==> config.mk <==
export PLATFORM = sky130hd
export DESIGN_NAME = cdb_arbiter
export DESIGN_NICKNAME = d
export VERILOG_FILES = /design/src/rtl/cdb_arbiter.sv
export SDC_FILE = /design/constraint.sdc
export NUM_CORES = 1
export LEC_CHECK = 0
export BUFFER_PORTS_ARGS = -buffer_cell sky130_fd_sc_hd__clkbuf_2
export CAP_MARGIN = 20
export CORE_MARGIN = 2
export CORE_UTILIZATION = 51
export DETAILED_ROUTE_END_ITERATION = 10
export GPL_TIMING_DRIVEN = 0
export PLACE_DENSITY = 0.82
export SLEW_MARGIN = 20
export SYNTH_ARGS = -nofsm -noshare
export SYNTH_HDL_FRONTEND = slang
export SYNTH_SLANG_ARGS = --single-unit
==> constraint.sdc <==
create_clock -name i_clk -period 4.5 [get_ports i_clk]
set_clock_uncertainty 0.2 [all_clocks]
set_input_delay 0.45 -clock i_clk [delete_from_list [all_inputs] [get_ports i_clk]]
set_output_delay 0.45 -clock i_clk [all_outputs]
set_load 0.01 [all_outputs]
==> src/rtl/cdb_arbiter.sv <==
// Common data bus arbiter: two small result FIFOs (ALU, LSB) drained round-robin
// into a registered broadcast port, with mispredict flush and global stall.
module cdb_arbiter #(
    parameter int unsigned ROB_ID_W   = 4,
    parameter int unsigned FIFO_DEPTH = 2,
    parameter int unsigned PTR_W      = 1
) (
    input  logic                i_clk,
    input  logic                i_rst,
    input  logic                i_rdy,
    input  logic                i_clear,
    input  logic                i_alu_valid,
    output logic                o_alu_ready,
    input  logic [ROB_ID_W-1:0] i_alu_rob_id,
    input  logic [31:0]         i_alu_value,
    input  logic                i_lsb_valid,
    output logic                o_lsb_ready,
    input  logic [ROB_ID_W-1:0] i_lsb_rob_id,
    input  logic [31:0]         i_lsb_value,
    output logic                o_cdb_valid,
    output logic [ROB_ID_W-1:0] o_cdb_rob_id,
    output logic [31:0]         o_cdb_value,
    output logic                o_cdb_src
);
    localparam int unsigned EW = ROB_ID_W + 32;
    localparam logic [PTR_W:0]   CNT_FULL = (PTR_W+1)'(FIFO_DEPTH);
    localparam logic [PTR_W:0]   CNT_ONE  = (PTR_W+1)'(1);
    localparam logic [PTR_W-1:0] PTR_ONE  = PTR_W'(1);

    logic [EW-1:0]       r_alu_mem [FIFO_DEPTH];
    logic [EW-1:0]       r_lsb_mem [FIFO_DEPTH];
    logic [PTR_W-1:0]    r_alu_wr, r_alu_rd, r_lsb_wr, r_lsb_rd;
    logic [PTR_W:0]      r_alu_cnt, r_lsb_cnt;
    logic                r_rr_last;
    logic                r_cdb_valid;
    logic [ROB_ID_W-1:0] r_cdb_rob_id;
    logic [31:0]         r_cdb_value;
    logic                r_cdb_src;

    logic          w_active, w_alu_ne, w_lsb_ne, w_gnt_alu, w_gnt_lsb;
    logic          w_alu_push, w_lsb_push, w_alu_pop, w_lsb_pop;
    logic [EW-1:0] w_head;

    // Readiness looks only at registered counts, never at this cycle's dequeue.
    assign w_active    = i_rdy && !i_clear;
    assign o_alu_ready = !i_rst && w_active && (r_alu_cnt != CNT_FULL);
    assign o_lsb_ready = !i_rst && w_active && (r_lsb_cnt != CNT_FULL);
    assign w_alu_push  = i_alu_valid && o_alu_ready;
    assign w_lsb_push  = i_lsb_valid && o_lsb_ready;

    assign w_alu_ne  = (r_alu_cnt != '0);
    assign w_lsb_ne  = (r_lsb_cnt != '0);
    assign w_gnt_alu = w_alu_ne && (!w_lsb_ne || r_rr_last);
    assign w_gnt_lsb = w_lsb_ne && (!w_alu_ne || !r_rr_last);
    assign w_alu_pop = w_active && w_gnt_alu;
    assign w_lsb_pop = w_active && w_gnt_lsb;
    assign w_head    = w_gnt_lsb ? r_lsb_mem[r_lsb_rd] : r_alu_mem[r_alu_rd];

    always_ff @(posedge i_clk) begin
        if (w_alu_push) r_alu_mem[r_alu_wr] <= {i_alu_rob_id, i_alu_value};
        if (w_lsb_push) r_lsb_mem[r_lsb_wr] <= {i_lsb_rob_id, i_lsb_value};
    end

    always_ff @(posedge i_clk or posedge i_rst) begin
        if (i_rst) begin
            r_alu_wr     <= '0;
            r_alu_rd     <= '0;
            r_alu_cnt    <= '0;
            r_lsb_wr     <= '0;
            r_lsb_rd     <= '0;
            r_lsb_cnt    <= '0;
            r_rr_last    <= 1'b1;
            r_cdb_valid  <= 1'b0;
            r_cdb_rob_id <= '0;
            r_cdb_value  <= '0;
            r_cdb_src    <= 1'b0;
        end else if (i_rdy) begin
            if (i_clear) begin
                r_alu_wr    <= '0;
                r_alu_rd    <= '0;
                r_alu_cnt   <= '0;
                r_lsb_wr    <= '0;
                r_lsb_rd    <= '0;
                r_lsb_cnt   <= '0;
                r_rr_last   <= 1'b1;
                r_cdb_valid <= 1'b0;
            end else begin
                if (w_alu_push) r_alu_wr <= r_alu_wr + PTR_ONE;
                if (w_alu_pop)  r_alu_rd <= r_alu_rd + PTR_ONE;
                if (w_alu_push && !w_alu_pop)      r_alu_cnt <= r_alu_cnt + CNT_ONE;
                else if (!w_alu_push && w_alu_pop) r_alu_cnt <= r_alu_cnt - CNT_ONE;

                if (w_lsb_push) r_lsb_wr <= r_lsb_wr + PTR_ONE;
                if (w_lsb_pop)  r_lsb_rd <= r_lsb_rd + PTR_ONE;
                if (w_lsb_push && !w_lsb_pop)      r_lsb_cnt <= r_lsb_cnt + CNT_ONE;
                else if (!w_lsb_push && w_lsb_pop) r_lsb_cnt <= r_lsb_cnt - CNT_ONE;

                if (w_alu_pop || w_lsb_pop) begin
                    r_rr_last    <= w_gnt_lsb;
                    r_cdb_valid  <= 1'b1;
                    r_cdb_rob_id <= w_head[EW-1:32];
                    r_cdb_value  <= w_head[31:0];
                    r_cdb_src    <= w_gnt_lsb;
                end else begin
                    r_cdb_valid <= 1'b0;
                end
            end
        end
    end

    assign o_cdb_valid  = r_cdb_valid;
    assign o_cdb_rob_id = r_cdb_rob_id;
    assign o_cdb_value  = r_cdb_value;
    assign o_cdb_src    = r_cdb_src;
endmodule

==> results, run 1 <==
- The flow ran to the end, and the final reports show no timing, DRC or antenna violations.
- Once layout is complete, the cells apart from fillers number 871.
- The total power draw is 4900 uW.
- The first global-routing pass estimated 25100 um of wire.
- The number of max-slew violations in the final report is 0.
- Summed over all layers, the routed wires come to 16000 um.
- The first TritonRoute pass finished after 5 iterations.
- During placement, the flow inserted port buffers numbering 116.
- The worst setup margin is 1.86 ns.
- The H-tree generated during clock tree synthesis spans 4 levels.
- The number of enable flip-flop cells after synthesis is 144.
- The die outline width is 125 um.
- The number of gates resized after CTS is 0.
- The number of placement rows is 44.
- The synthesized area per cell is 15.1 sq um.
- The chip height is 125 um.
- The number of global-route vias before repair is 4882.
- For this run, asynchronously set or reset flops after synthesis account for 24.6%.
- The layout cell share with drive strength beyond 1 is 34.2%.
- The post-route DRC violation count is 0.
- On the worst path, the slowest cell contributes a delay of 0.53 ns.
- Based on the critical path, the design can be clocked at up to 379 MHz.
- The floorplan step defined a die boundary enclosing 15700 sq um.
- The residual overflow from global routing is 0.
- The most used flip-flop cell after synthesis is sky130_fd_sc_hd__edfxtp_1.
- The wire-length estimate of the detail-placed layout is 10800 um.
- The worst setup path is captured at a flip-flop.
- Setup violations remaining at the end of the flow were counted as 0.
- After clock tree synthesis, the clock-pin slew on the worst setup and hold paths is 0.06 ns.
- Synthesis handed over a netlist of 497 instances.
- The tool flagged a number of max-cap violations equal to 0.
- Subtracting the final worst setup slack from the clock period gives 2.64 ns.
- The signal on the critical path passes through dlygate4sd3_1, clkbuf_2, nand2b_1, nor3_1, and2_2, buf_16.
- The min-delay analysis places its worst path in the category input port to flip-flop.
- The number of antenna violations at the first check in global routing was 0.
- The number of nets still failing antenna checks after routing is 0.
- The initial utilization of the core area, before any placement, comes to 52.0%.
- The clock reaches the later pin of the worst-skew pair after 0.43 ns.
- The area added between synthesis and finish is 25.7%.
- The mapped netlist covers 7520 sq um.
- The cell count after placement is 804.
- The critical path required time is 4.43 ns.
- Counting flops and latches in the post-synthesis netlist gives 191.
- After detailed routing, the average wire length per cell comes to 18.4 um.
- The clock sink total is 191.
- The data arrival time of the worst path is 2.57 ns.
- Across the VDD grid, the largest voltage drop is 0.295 mV.
- The congestion estimate from routability-driven global placement came to 0.843.
- The type of origin of the critical path is an input port.
- Setup repair after global routing left no endpoint under its margin.
- During synthesis, Yosys emitted a total of 0 warnings.
- 0 antenna diodes ended up in the layout.
- The worst reg-to-reg path cell count is 5.
- Timing analysis after detailed placement gives a worst setup slack of 1.81 ns.
- The number of distinct library cells after synthesis is 42.
- The clock tree from TritonCTS is done.
- The count of final hold-check violations is 0.
- The final core area utilization is 65.3%.
- The clock root buffer master is sky130_fd_sc_hd__clkbuf_16.
- The type of the worst setup path is input port to flip-flop.
- At the pin with the least slew margin, the transition time is 0.835 ns.
- Counting along the longest clock path gives a buffer depth of 2.
- The core region is 14500 sq um.
- Dividing the detail-routed via count by the number of cells gives 5.31.
- The number of DRC violations after detailed-routing iteration 0 is 370.
- For this design the top-level I/O count stands at 118.
- For this design the ratio of total power to cell area is 518 nW/um^2.
- The aggregate global-route resource usage is 21.3%.
- The worst slew margin relative to its limit is 44.3%.
- The part of the Yosys area used for sequential elements is 73.1%.
- The final layout net count is 752.
- The worst path uses 58.6% of the clock period.
- The worst hold path depth is 1.
- The analysis attributes to cell leakage a power of 0.00371 uW.
- The master of the slowest instance on the critical path is sky130_fd_sc_hd__dlygate4sd3_1.
- Entering global routing, the biggest net connects 26 pins.
- The number of nets in the synthesized netlist is 575.
- Counting the buffers created by CTS gives 17.
- The detailed router placed 4629 vias in this run.
- In this run the worst path has a maximum fanout of 23.
[state kept, by name, indices dropped and copies added (netlist names), 2 cells and up]
name / flops
r_lsb_cnt: 2
r_alu_cnt: 2
r_alu_mem: 72
r_lsb_mem: 72
o_cdb_rob_id: 4
o_cdb_value: 32
[report_power, final]
group	switching, uW	leakage [uW]	internal (uW)	total [uW]
clock	616	0.000301	933	1550
sequential	107	0.00189	2090	2200
combinational	656	0.00152	490	1150
[placed cells by master (no fill, tap or decap), types with 2 or more instances in the layout]
cell                            instances
sky130_fd_sc_hd__xnor2_1                2
sky130_fd_sc_hd__inv_1                  2
sky130_fd_sc_hd__edfxtp_1             144
sky130_fd_sc_hd__dfrtp_1               46
sky130_fd_sc_hd__clkbuf_16             18
sky130_fd_sc_hd__buf_6                  9
sky130_fd_sc_hd__clkbuf_2             118
sky130_fd_sc_hd__mux2i_1               36
sky130_fd_sc_hd__buf_16                 3
sky130_fd_sc_hd__clkinv_2               4
sky130_fd_sc_hd__o21ai_1               57
sky130_fd_sc_hd__mux2_2                36
sky130_fd_sc_hd__nor2b_1                2
sky130_fd_sc_hd__nor3_1                 2
sky130_fd_sc_hd__clkbuf_8               2
sky130_fd_sc_hd__o21ai_0               13
sky130_fd_sc_hd__nor2_1                 4
sky130_fd_sc_hd__buf_2                 11
sky130_fd_sc_hd__dlygate4sd3_1         35
sky130_fd_sc_hd__bufinv_16              3
sky130_fd_sc_hd__nand2_1               81
sky130_fd_sc_hd__o21ai_2               12
sky130_fd_sc_hd__a21oi_1                3
sky130_fd_sc_hd__nand2b_1               4
sky130_fd_sc_hd__a21o_1                 2
sky130_fd_sc_hd__clkbuf_1               6
sky130_fd_sc_hd__and2_2                 2
sky130_fd_sc_hd__clkinvlp_4             2
sky130_fd_sc_hd__buf_4                  4
[layer usage]
layer	track usage (%)	share of wire, %
met1	26.3	41
met3	5.48	4.9
met2	35.6	51
met5	0	0
met4	9.48	2.6
[synth_stat cells, types with 4 or more instances]
library cell | number | area share [%]
sky130_fd_sc_hd__o21ai_1 | 57 | 3.8
sky130_fd_sc_hd__nand2_1 | 81 | 4.0
sky130_fd_sc_hd__o21ai_2 | 12 | 1.4
sky130_fd_sc_hd__dfrtp_1 | 46 | 15
sky130_fd_sc_hd__mux2i_1 | 36 | 4.8
sky130_fd_sc_hd__nand2b_1 | 4 | 0.33
sky130_fd_sc_hd__mux2_2 | 36 | 5.4
sky130_fd_sc_hd__edfxtp_1 | 144 | 57
sky130_fd_sc_hd__o21ai_0 | 13 | 0.86
sky130_fd_sc_hd__buf_2 | 11 | 0.73
sky130_fd_sc_hd__buf_6 | 8 | 1.2
sky130_fd_sc_hd__clkbuf_1 | 4 | 0.20
sky130_fd_sc_hd__nor2_1 | 4 | 0.20
[critical path, delay by kind of cell]
family        cells  cell delay (ns)
buf+inv           3             0.90
simple gates      3             1.20
[cell type report]
cell class / instances / area [sq um]
multi-input cells: 275 / 1850
plain buffers: 28 / 189
flip-flops and latches: 191 / 5500
well taps: 184 / 230
fillers: 1014 / 5020
clock buffers: 22 / 485
clock inverters: 10 / 134
inverters: 3 / 11.3
repair buffers: 158 / 1060
[per-stage QoR]
step           cell area, sq um  hold WS [ns]  TNS [ns]
6_report                   9460        0.0130         0
5_1_grt                    9460      0.000314         0
4_1_cts                    9310      0.000139         0
3_5_place_dp               8490         0.269         0
3_3_place_gp               8340         0.264    -16.29
2_1_floorplan              7530         0.259         0
[path summary, 6_finish.rpt]
| path | startpoint | end | slack, ns |
|---|---|---|---|
| worst min register to register | o_cdb_value[10] | o_cdb_value[10] | 0.29 |
| worst max register to register | r_alu_cnt[1] | r_alu_mem[1][20] | 2.12 |
| max in group asynchronous | i_rst | o_cdb_value[21] | 3.09 |
| min in group asynchronous | i_rst | o_cdb_value[8] | 0.45 |
| worst min-delay path | i_lsb_value[15] | r_lsb_mem[0][15] | 0.01 |
| worst max-delay path | i_rst | r_alu_mem[1][20] | 1.86 |
[kinds of logic after synthesis]
| kind of cell | after synthesis | share of synthesized area [%] |
|---|---|---|
| and+or+nand+nor | 103 | 5.76 |
| DFF | 191 | 73.1 |
| AOI/OAI and AO/OA | 98 | 8.03 |
| buffers and inverters | 31 | 2.66 |
| xor gates and xnor gates | 2 | 0.233 |
| muxes | 72 | 10.2 |
[repair_timing]
action,4_1_cts,5_1_grt
setup buffers,0,0
setup endpoints to repair,0,0
hold buffers,20,15
endpoints found under the hold margin,57,27
Power figures use the tool's default switching activity.
==> run 2, diff against run 1 <==
- CORE_UTILIZATION: 51 -> 56
- PLACE_DENSITY: 0.82 -> 0.85
- clock period: 4.5 -> 2.5 ns (I/O delays scaled with it)
==> results, run 2 (synthesis gave the netlist of run 1 again) <==
- The run finished with clean final reports.
- The number of global-route vias before repair is 5148 (+5.4%).
- The clock input transition at the sequential cells of the worst setup and hold paths is 0.07 ns (about the same).
- The chip height is 120 um (-4.4%).
- The layout cell share with drive strength beyond 1 is 33.0% (-1.2 points).
- Leaving out fill and tap cells, the most frequent cell in the layout is sky130_fd_sc_hd__edfxtp_1.
- The sum of met2 wire segment lengths after detailed routing is 9090 um (+11%).
- The highest net fanout along the worst path came to 26 (+13%).
- The routed length on met3 is 837 um (+6.1%).
- In the layout the commonest cells are 144 x sky130_fd_sc_hd__edfxtp_1, 117 x sky130_fd_sc_hd__clkbuf_2, 81 x sky130_fd_sc_hd__nand2_1.
- The static leakage is 0.00390 uW (+5.1%).
- The area added between synthesis and finish is 31.4%.
- The clock network latency to the later pin of the worst-skew pair was 0.43 ns (about the same).
- The number of gates resized after CTS is 0 (unchanged).
- The type of the worst min-delay path is input port to flip-flop.
- The number of max-slew violations in the final report is 0 (unchanged).
- TritonCTS built the clock tree.
- The clock sink total is 191 (unchanged).
- The count of H-tree levels built during CTS is 4 (unchanged).
- Setup repair after global routing left no endpoint under its margin.
- The overall die area is 14400 sq um (-8.6%).
- The clock buffer count from CTS came to 17 (unchanged).
- The post-route DRC violation count is 0 (unchanged).
- The type of the worst setup path is flip-flop to flip-flop.
- The number of DRC violations after detailed-routing iteration 0 is 469 (+27%).
- The final layout net count is 795 (+5.7%).
- The aggregate global-route resource usage came to 25.6% (+4.3 points).
- The die outline width is 120 um (-4.4%).
- The residual overflow from global routing was 0 (unchanged).
- The wire length the detailed router placed on met1 is 6990 um (+6.0%).
- The highest clock rate is 439 MHz.
- The number of vias per cell after detailed routing is 5.44 (+2.3%).
- The data arrival time of the worst path is 2.21 ns (-0.36 ns).
- The slew at the pin closest to its max-slew limit is 0.825 ns (-0.00968 ns).
- The average wire length per cell after detail routing is 19.3 um (+4.9%).
- The critical path required time is 2.43 ns (-2.00 ns).
- The largest voltage drop on the vdd net is 0.516 mV (+75%).
- The first-pass GRT wire length is 27300 um (+8.6%).
- The final number of setup-violating endpoints is 0 (unchanged).
- The maximum number of pins on one net before global-route repair came to 27 (+3.8%).
- The final core area utilization is 74.9% (+9.6 points).
- The count of final hold-check violations is 0 (unchanged).
- The port buffer count is 116 (unchanged).
- The number of placement rows is 42 (-4.5%).
- The share of the cycle needed by the critical path after routing is 91.2%.
- The number of search-and-repair iterations in the first detailed-routing pass came to 5 (unchanged).
- The number of top-level design ports is 118 (unchanged).
- The last weighted congestion value of the routability-driven placer is 0.840 (-0.39%).
- The deepest clock path buffer count is 2 (unchanged).
- The total detailed-routing wirelength is 17500 um (+9.4%).
- STA classifies the critical path endpoint as a flip-flop.
- The post-route worst hold slack is 0.0198 ns (+0.00682 ns).
- The type of origin of the critical path is a flip-flop.
- The total power per unit cell area is 899 nW/um^2 (+74%).
- The half-perimeter wire length after placement came to 10600 um (-2.4%).
- The number of nets still failing antenna checks after routing is 0 (unchanged).
- The initial cell density of the core came to 57.0% (+5.1 points).
- The reported max-cap violation count is 0 (unchanged).
- The total vias in the final route is 4941 (+6.7%).
- Counting I/O delays and the setup requirement, the final critical path takes 2.28 ns.
- The area inside the core boundary came to 13200 sq um (-8.9%).
- The number of antenna violations at the first check in global routing was 3 (+3).
- The worst slew margin relative to its limit came to 45.0% (+0.65 points).
- The clock root buffer master is sky130_fd_sc_hd__clkbuf_16.
- Signal routing reaches up to met4.
-- run 2: cell types whose count changed in the layout (fill, tap and decap cells not counted), moves of 2 or more --
| cell | delta |
|---|---|
| sky130_fd_sc_hd__dlygate4sd3_1 | +39 |
| sky130_fd_sc_hd__clkinv_2 | +3 |
| sky130_fd_sc_hd__diode_2 | +3 |
| sky130_fd_sc_hd__buf_12 | +2 |
| sky130_fd_sc_hd__buf_4 | +2 |
| sky130_fd_sc_hd__clkbuf_1 | -2 |
-- run 2: per-layer routing --
metal | vias to the layer above | GRT usage, %
met3 | 45 | 5.61
met4 | 0 | 12.8
met5 | - | 0
met2 | 185 | 43.3
met1 | 2439 | 31.1
li1 | 2272 | -
-- run 2: final cells by class --
class / count / area [sq um]
sequential: 191 / 5500
fill: 767 / 3310
multi-input combinational: 275 / 1850
timing repair buffer: 201 / 1490
clock buffer: 19 / 453
tap: 176 / 220
buffer: 28 / 198
clock inverter: 13 / 144
inverter: 3 / 11.3
antenna: 3 / 7.51
-- run 2: through the flow --
stage	cell area (sq um)	setup slack, ns	total power, uW	std cells	TNS (ns)
floorplan	7560	0.00901	5290	497	0
global placement	8360	-0.667	5950	789	-82.60
detailed placement	8510	0.0456	6050	797	0
CTS	9850	0.0522	8840	903	0
global route	9880	0.0758	9260	909	0
finish	9880	0.221	8880	909	0
-- run 2: path summary, 6_finish.rpt --
| check | start | to | slack [ns] | depth (start not counted) |
|---|---|---|---|---|
| worst min register to register | o_cdb_rob_id[0] | o_cdb_rob_id[0] | 0.28 | 2 |
| max in group asynchronous | i_rst | o_cdb_value[23] | 1.30 | 4 |
| min in group asynchronous | i_rst | o_cdb_value[3] | 0.26 | 3 |
| worst max register to register | r_alu_cnt[1] | r_alu_mem[1][22] | 0.22 | 5 |
| worst max-delay path | r_alu_cnt[1] | r_alu_mem[1][22] | 0.22 | 5 |
| worst min-delay path | i_rdy | r_lsb_rd | 0.02 | 3 |
-- run 2: repair_timing --
action,in CTS,in global routing
endpoints found under the setup margin,0,18
buffers inserted,0,3
endpoints found under the hold margin,168,0
hold buffers,74,0
-- run 2: report_power, final --
| part | switching, uW | internal [uW] | leakage, uW |
|---|---|---|---|
| clock network | 1120 | 1610 | 0.000296 |
| registers | 199 | 3770 | 0.00189 |
| logic | 1250 | 929 | 0.00171 |
-- run 2: worst max-delay path: stages, from the launching register on --
cell and delay (ns):
sky130_fd_sc_hd__dfrtp_1 0.36, sky130_fd_sc_hd__buf_4 0.17, sky130_fd_sc_hd__nor2b_1 0.20, sky130_fd_sc_hd__nor3_1 0.33, sky130_fd_sc_hd__and2_2 0.44, sky130_fd_sc_hd__buf_12 0.25
